[config.mk]
export PLATFORM = sky130hd
export DESIGN_NAME = board_tracker
export DESIGN_NICKNAME = d
export VERILOG_FILES = /design/src/rtl/board_tracker.sv
export SDC_FILE = /design/constraint.sdc
export NUM_CORES = 1
export LEC_CHECK = 0
export BUFFER_PORTS_ARGS = -buffer_cell sky130_fd_sc_hd__buf_2
export CORE_UTILIZATION = 24
export DETAILED_ROUTE_END_ITERATION = 8
export GPL_ROUTABILITY_DRIVEN = 1
export PLACE_DENSITY = 0.42
export SLEW_MARGIN = 30
export SYNTH_ARGS = -nofsm -noshare
export SYNTH_HDL_FRONTEND = slang
export SYNTH_SLANG_ARGS = --single-unit
[constraint.sdc]
create_clock -name clock -period 3.6 [get_ports clock]
set_clock_uncertainty 0.1 [all_clocks]
set_input_delay 0 -clock clock [delete_from_list [all_inputs] [get_ports clock]]
set_output_delay 0 -clock clock [all_outputs]
set_load 0.01 [all_outputs]
[src/rtl/board_tracker.sv]
// board_tracker: 3x3 tic-tac-toe board datapath.
// Records accepted moves, flags illegal moves in the same cycle, registers
// win/winner/no_space, and freezes the board once the game is over.
module board_tracker #(
  parameter int CELLS = 9,
  parameter int PW    = 4
) (
  input  logic                 clock,
  input  logic                 reset,
  input  logic                 clear,
  input  logic                 player1_play,
  input  logic                 player2_play,
  input  logic [PW-1:0]        pos1,
  input  logic [PW-1:0]        pos2,
  output logic                 illegal,
  output logic                 no_space,
  output logic                 win,
  output logic [1:0]           winner,
  output logic [2*CELLS-1:0]   board,
  output logic [3:0]           move_count,
  output logic                 collision
);

  typedef enum logic {S_PLAYING, S_DONE} state_t;

  state_t               r_state;
  logic [2*CELLS-1:0]   r_board;
  logic [3:0]           r_count;
  logic                 r_win;
  logic [1:0]           r_winner;
  logic                 r_full;
  logic                 r_collision;

  logic                 w_active;
  logic [PW-1:0]        w_pos;
  logic [1:0]           w_mark;
  logic                 w_pos_ok;
  logic [1:0]           w_cell;
  logic                 w_illegal;
  logic                 w_accept;
  logic [2*CELLS-1:0]   w_next_board;
  logic [3:0]           w_next_count;
  logic                 w_line;

  // True when mark m occupies all three cells of any row, column or diagonal.
  function automatic logic line_win(input logic [2*CELLS-1:0] b, input logic [1:0] m);
    logic [1:0] c [0:8];
    for (int k = 0; k < 9; k++) c[k] = b[2*k +: 2];
    line_win = ((c[0] == m) && (c[1] == m) && (c[2] == m)) ||
               ((c[3] == m) && (c[4] == m) && (c[5] == m)) ||
               ((c[6] == m) && (c[7] == m) && (c[8] == m)) ||
               ((c[0] == m) && (c[3] == m) && (c[6] == m)) ||
               ((c[1] == m) && (c[4] == m) && (c[7] == m)) ||
               ((c[2] == m) && (c[5] == m) && (c[8] == m)) ||
               ((c[0] == m) && (c[4] == m) && (c[8] == m)) ||
               ((c[2] == m) && (c[4] == m) && (c[6] == m));
  endfunction

  // Select the active move (player 1 wins ties), check legality, build next board.
  always_comb begin
    w_active     = player1_play | player2_play;
    w_pos        = player1_play ? pos1 : pos2;
    w_mark       = player1_play ? 2'b01 : 2'b10;
    w_pos_ok     = (w_pos != '0) && (w_pos <= PW'(CELLS));
    w_cell       = 2'b00;
    w_next_board = r_board;
    for (int k = 0; k < CELLS; k++) begin
      if (w_pos == PW'(k + 1)) w_cell = r_board[2*k +: 2];
    end
    w_illegal    = w_active && (!w_pos_ok || (w_cell != 2'b00) || (r_state == S_DONE));
    w_accept     = w_active && !w_illegal;
    for (int k = 0; k < CELLS; k++) begin
      if (w_accept && (w_pos == PW'(k + 1))) w_next_board[2*k +: 2] = w_mark;
    end
    w_next_count = r_count + 4'd1;
    w_line       = line_win(w_next_board, w_mark);
  end

  // Game state: record accepted moves, latch win/full, lock the board when done.
  always_ff @(posedge clock or negedge reset) begin
    if (!reset) begin
      r_state     <= S_PLAYING;
      r_board     <= '0;
      r_count     <= '0;
      r_win       <= 1'b0;
      r_winner    <= 2'b00;
      r_full      <= 1'b0;
      r_collision <= 1'b0;
    end else if (clear) begin
      r_state     <= S_PLAYING;
      r_board     <= '0;
      r_count     <= '0;
      r_win       <= 1'b0;
      r_winner    <= 2'b00;
      r_full      <= 1'b0;
      r_collision <= 1'b0;
    end else begin
      if (player1_play && player2_play) r_collision <= 1'b1;
      if (w_accept) begin
        r_board  <= w_next_board;
        r_count  <= w_next_count;
        r_win    <= w_line;
        r_winner <= w_line ? w_mark : 2'b00;
        r_full   <= (w_next_count == 4'(CELLS));
        r_state  <= (w_line || (w_next_count == 4'(CELLS))) ? S_DONE : S_PLAYING;
      end
    end
  end

  assign illegal    = w_illegal;
  assign board      = r_board;
  assign move_count = r_count;
  assign win        = r_win;
  assign winner     = r_winner;
  assign no_space   = r_full;
  assign collision  = r_collision;

endmodule

==> metrics.txt <==
# TYPE chip_impl_metric gauge
chip_impl_metric{name="final_net_count",unit=""} 290
chip_impl_metric{name="finalCriticalPeriod",unit="ns"} 2.88
chip_impl_metric{name="grt.overflow.total",unit=""} 0
chip_impl_metric{name="fp-row-count",unit=""} 32
chip_impl_metric{name="worst-r2r-setup-slack",unit="ns"} 0.79
chip_impl_metric{name="synth_simple_gate_area_share",unit="%"} 24.1
chip_impl_metric{name="final_layout_size_suffix_gt1_share",unit="%"} 23.0
chip_impl_metric{name="detail_route.vias_per_cell",unit=""} 5.03
chip_impl_info{name="worstSetupPathType",value="in2reg"} 1
chip_impl_metric{name="multiInputGateArea",unit="µm²"} 1150
chip_impl_metric{name="grt_pass1_vias",unit=""} 1866
chip_impl_metric{name="cts_inserted_buffers",unit=""} 3
chip_impl_metric{name="cts.sink_count",unit=""} 28
chip_impl_metric{name="register_area",unit="µm²"} 701
chip_impl_metric{name="avgRoutedWirePerCell",unit="µm"} 15.9
chip_impl_metric{name="h-tree-depth",unit=""} 1
chip_impl_metric{name="cts.repair.resized",unit=""} 0
chip_impl_metric{name="worstMarginPinSlew",unit="ns"} 0.659
chip_impl_metric{name="place.port_buffers",unit=""} 40
chip_impl_metric{name="synth_enable_flop_cells",unit=""} 0
chip_impl_metric{name="crit_share_post_route",unit="%"} 80.1
chip_impl_metric{name="count_of_mapped_cells_out_of_synthesis",unit=""} 234
chip_impl_metric{name="setup_viol",unit=""} 0
chip_impl_metric{name="critical_path_arrival",unit="ns"} 2.94
chip_impl_metric{name="synth.ff_latch_count",unit=""} 28
chip_impl_metric{name="area_share_of_xor_xnor_cells_in_the_synthesized_design",unit="%"} 1.79
chip_impl_info{name="tritoncts",value="done"} 1
chip_impl_metric{name="yosysWarningCount",unit=""} 0
chip_impl_metric{name="grt_use_total",unit="%"} 14.8
chip_impl_metric{name="syn_area",unit="µm²"} 1950
chip_impl_metric{name="postCtsSetupRepairBufs",unit=""} 0
chip_impl_info{name="cp-end-kind",value="register"} 1
chip_impl_metric{name="worst-endpoint-required",unit="ns"} 3.66
chip_impl_info{name="worstSetupStartpointType",value="input port"} 1
chip_impl_metric{name="mappedNetlistNets",unit=""} 249
chip_impl_info{name="rr_startpoint",value="board[4]"} 1
chip_impl_info{name="worstHoldPathType",value="in2reg"} 1
chip_impl_metric{name="worst_hold_path.num_cells",unit=""} 3
chip_impl_metric{name="violation_count_after_the_first_detailed_route_iteration",unit=""} 208
chip_impl_info{name="rsz_0062_raised_after_global_routing",value="false"} 1
chip_impl_metric{name="grt_pass1_wl",unit="mm"} 9.82
chip_impl_metric{name="yosysUniqueCellTypes",unit=""} 59
chip_impl_info{name="clock_tree.root_cell",value="sky130_fd_sc_hd__clkbuf_8"} 1
chip_impl_metric{name="postSynthAreaPerCell",unit="µm²"} 8.35
chip_impl_metric{name="die-width",unit="µm"} 92.2
chip_impl_metric{name="hpwl",unit="mm"} 4.51
chip_impl_metric{name="gp_routability_congestion",unit=""} 0.850
chip_impl_info{name="combinational_family_with_the_most_area_after_synthesis",value="compound AO/OA/AOI/OAI gates"} 1
chip_impl_metric{name="worst_setup_hold_path_clk_slew",unit="ns"} 0.10
chip_impl_metric{name="drc",unit=""} 0
chip_impl_metric{name="ir_worst_vdd",unit="mV"} 0.127
chip_impl_metric{name="synthAdderAreaFrac",unit="%"} 1.28
chip_impl_info{name="hold-path-endpoint",value="board[13]"} 1
chip_impl_metric{name="setup_tns",unit="ns"} 0
chip_impl_metric{name="fin_area",unit="µm²"} 2320
chip_impl_metric{name="antenna_left",unit=""} 0
chip_impl_info{name="outcome",value="complete, no violations"} 1
chip_impl_metric{name="max-clock-path-buffers",unit=""} 2
chip_impl_metric{name="antenna_cells_inserted",unit=""} 0
chip_impl_metric{name="p_leak",unit="nW"} 1.04
chip_impl_metric{name="fillerInstances",unit=""} 862
chip_impl_metric{name="via_count",unit=""} 1893
chip_impl_info{name="worst_hold_startpoint",value="pos2[0]"} 1
chip_impl_metric{name="antenna_found_initial",unit=""} 0
chip_impl_metric{name="muxShareOfSynthArea",unit="%"} 4.74
chip_impl_metric{name="ys_seq_area_share",unit="%"} 35.9
chip_impl_metric{name="relSlewSlack",unit="%"} 56.0
chip_impl_metric{name="firstDrtPassIters",unit=""} 6
chip_impl_metric{name="floorplan.die.height",unit="µm"} 92.2
chip_impl_metric{name="ys_async_sr_fraction",unit="%"} 100
chip_impl_metric{name="area_growth_syn_to_layout",unit="%"} 19.0
chip_impl_metric{name="largest_net_degree_at_the_start_of_global_routing",unit=""} 29
chip_impl_metric{name="max_cap_viol_count",unit=""} 0
chip_impl_metric{name="rr_worst_depth",unit=""} 8
chip_impl_info{name="rr_endpoint",value="winner[1]"} 1
chip_impl_metric{name="cellPowerDensity",unit="nW/µm²"} 297
chip_impl_metric{name="max_freq",unit="MHz"} 347
chip_impl_metric{name="floorplan.initialDensity",unit="%"} 25.0
chip_impl_metric{name="design_power_total",unit="mW"} 0.691
chip_impl_metric{name="top_fanout_value_on_the_critical_path",unit=""} 24
chip_impl_metric{name="place_inst",unit=""} 370
chip_impl_metric{name="fp.dieArea",unit="µm²"} 8500
chip_impl_metric{name="cts_hold_buf",unit=""} 2
chip_impl_metric{name="area_fraction_in_compound_gates_after_synthesis",unit="%"} 27.1
chip_impl_metric{name="num_io_pins",unit=""} 41
chip_impl_metric{name="total_count_of_hold_check_failures_in_the_final_report",unit=""} 0
chip_impl_metric{name="postRouteWirelength",unit="mm"} 5.97
chip_impl_metric{name="final-max-slew-violation-count",unit=""} 0
chip_impl_metric{name="core_region_area",unit="µm²"} 7810
chip_impl_metric{name="post_layout_nonfiller_instances",unit=""} 376
chip_impl_info{name="synth-main-ff-cell",value="sky130_fd_sc_hd__dfrtp_1"} 1
chip_impl_metric{name="placed_cell_area",unit="µm²"} 2250
chip_impl_metric{name="worstSkewPairLatency",unit="ns"} 0.29
[cell families after synthesis]
family | Yosys count
AO/OA/AOI/OAI | 74
XOR/XNOR | 4
adder cells (fa/ha/maj) | 2
buffers and inverters | 20
flip-flops | 28
multiplexers | 7
AND/OR/NAND/NOR | 99
[cell usage in the layout (no fill, tap or decap), drive strengths merged, types with 2 or more instances in the layout]
cell         Yosys  layout
nor2            45      45
buf              7      44
dfrtp           28      28
a21oi           24      24
nand2           20      20
inv             10      10
a31oi           10      10
o21ai            9       9
nand3            6       6
o22ai            6       6
nor3             6       6
mux2i            5       5
clkbuf           3       4
nor3b            4       4
and3b            3       3
nand2b           3       3
nor4             2       2
or2              2       2
and2             2       2
or4              2       2
a311oi           2       2
o31a             2       2
a21o             2       2
a222oi           2       2
xnor2            2       2
xor2             2       2
ha               2       2
dlygate4sd3      0       2
mux2             2       2
a31o             2       2
[per-stage QoR]
stage | util (%) | hold slack (ns) | setup WS (ns)
finish | 29.8 | 0.0385 | 0.717
global route | 29.8 | 0.0668 | 0.353
CTS | 29.8 | 0.0331 | 0.786
detailed placement | 28.8 | -0.0325 | 0.486
global placement | 28.8 | -0.0316 | 0.518
floorplan | - | -0.396 | 1.14
[critical path, cell delays in order]
cell and delay (ns):
sky130_fd_sc_hd__buf_2 0.39, sky130_fd_sc_hd__mux2i_4 0.48, sky130_fd_sc_hd__nor3_1 0.12, sky130_fd_sc_hd__a2111oi_0 0.51, sky130_fd_sc_hd__o311ai_2 0.28, sky130_fd_sc_hd__a31oi_1 0.30
sky130_fd_sc_hd__o22ai_1 0.11, sky130_fd_sc_hd__a222oi_1 0.37, sky130_fd_sc_hd__a2111o_1 0.27, sky130_fd_sc_hd__o21ai_0 0.10
[state kept, by name, summed over array words and instances (netlist names)]
name / flops
r_state: 1
no_space: 1
board: 18
win: 1
winner: 2
collision: 1
move_count: 4
[area by class of cell]
cell class	count	share of cell area (%)
Sequential cell	28	30.2
Timing Repair Buffer	46	10.8
Multi-Input combinational cell	186	49.6
Tap cell	102	5.49
Clock buffer	4	2.37
Inverter	10	1.62
[per-layer routing]
layer / global-route usage [%] / routed length (µm) / up-vias
met5: 0 / 0 / -
met4: 4.69 / 74 / 0
met3: 1.82 / 211 / 5
met2: 24.2 / 2830 / 38
met1: 20.3 / 2860 / 909
li1: - / - / 941
[cell usage after synthesis, drive strengths merged (3+ instances only)]
library cell,count,area [µm²]
a21oi,24,124
a31oi,10,62.6
and3b,3,26.3
buf,7,51.3
clkbuf,3,11.3
dfrtp,28,701
inv,10,37.5
mux2i,5,66.3
nand2,20,75.1
nand2b,3,18.8
nand3,6,30.0
nor2,45,171
nor3,6,35.0
nor3b,4,35.0
o21ai,9,45.0
o22ai,6,37.5
[power breakdown]
part / switching (mW) / internal [mW]
Sequential: 0.0103 / 0.321
Combinational: 0.0993 / 0.0557
Clock: 0.106 / 0.0984
Total: 0.216 / 0.476
[worst max-delay path by stage]
stage	end	cells past startpoint	startpoint	slack, ns
6_report	r_state	10	player1_play	0.72
5_1_grt	r_state	10	player1_play	0.35
4_1_cts	r_state	10	player1_play	0.79
3_5_place_dp	r_state	10	player1_play	0.49
3_3_place_gp	r_state	10	player1_play	0.52
2_1_floorplan	winner[1]	9	board[10]	1.14
Power figures use the tool's default switching activity.
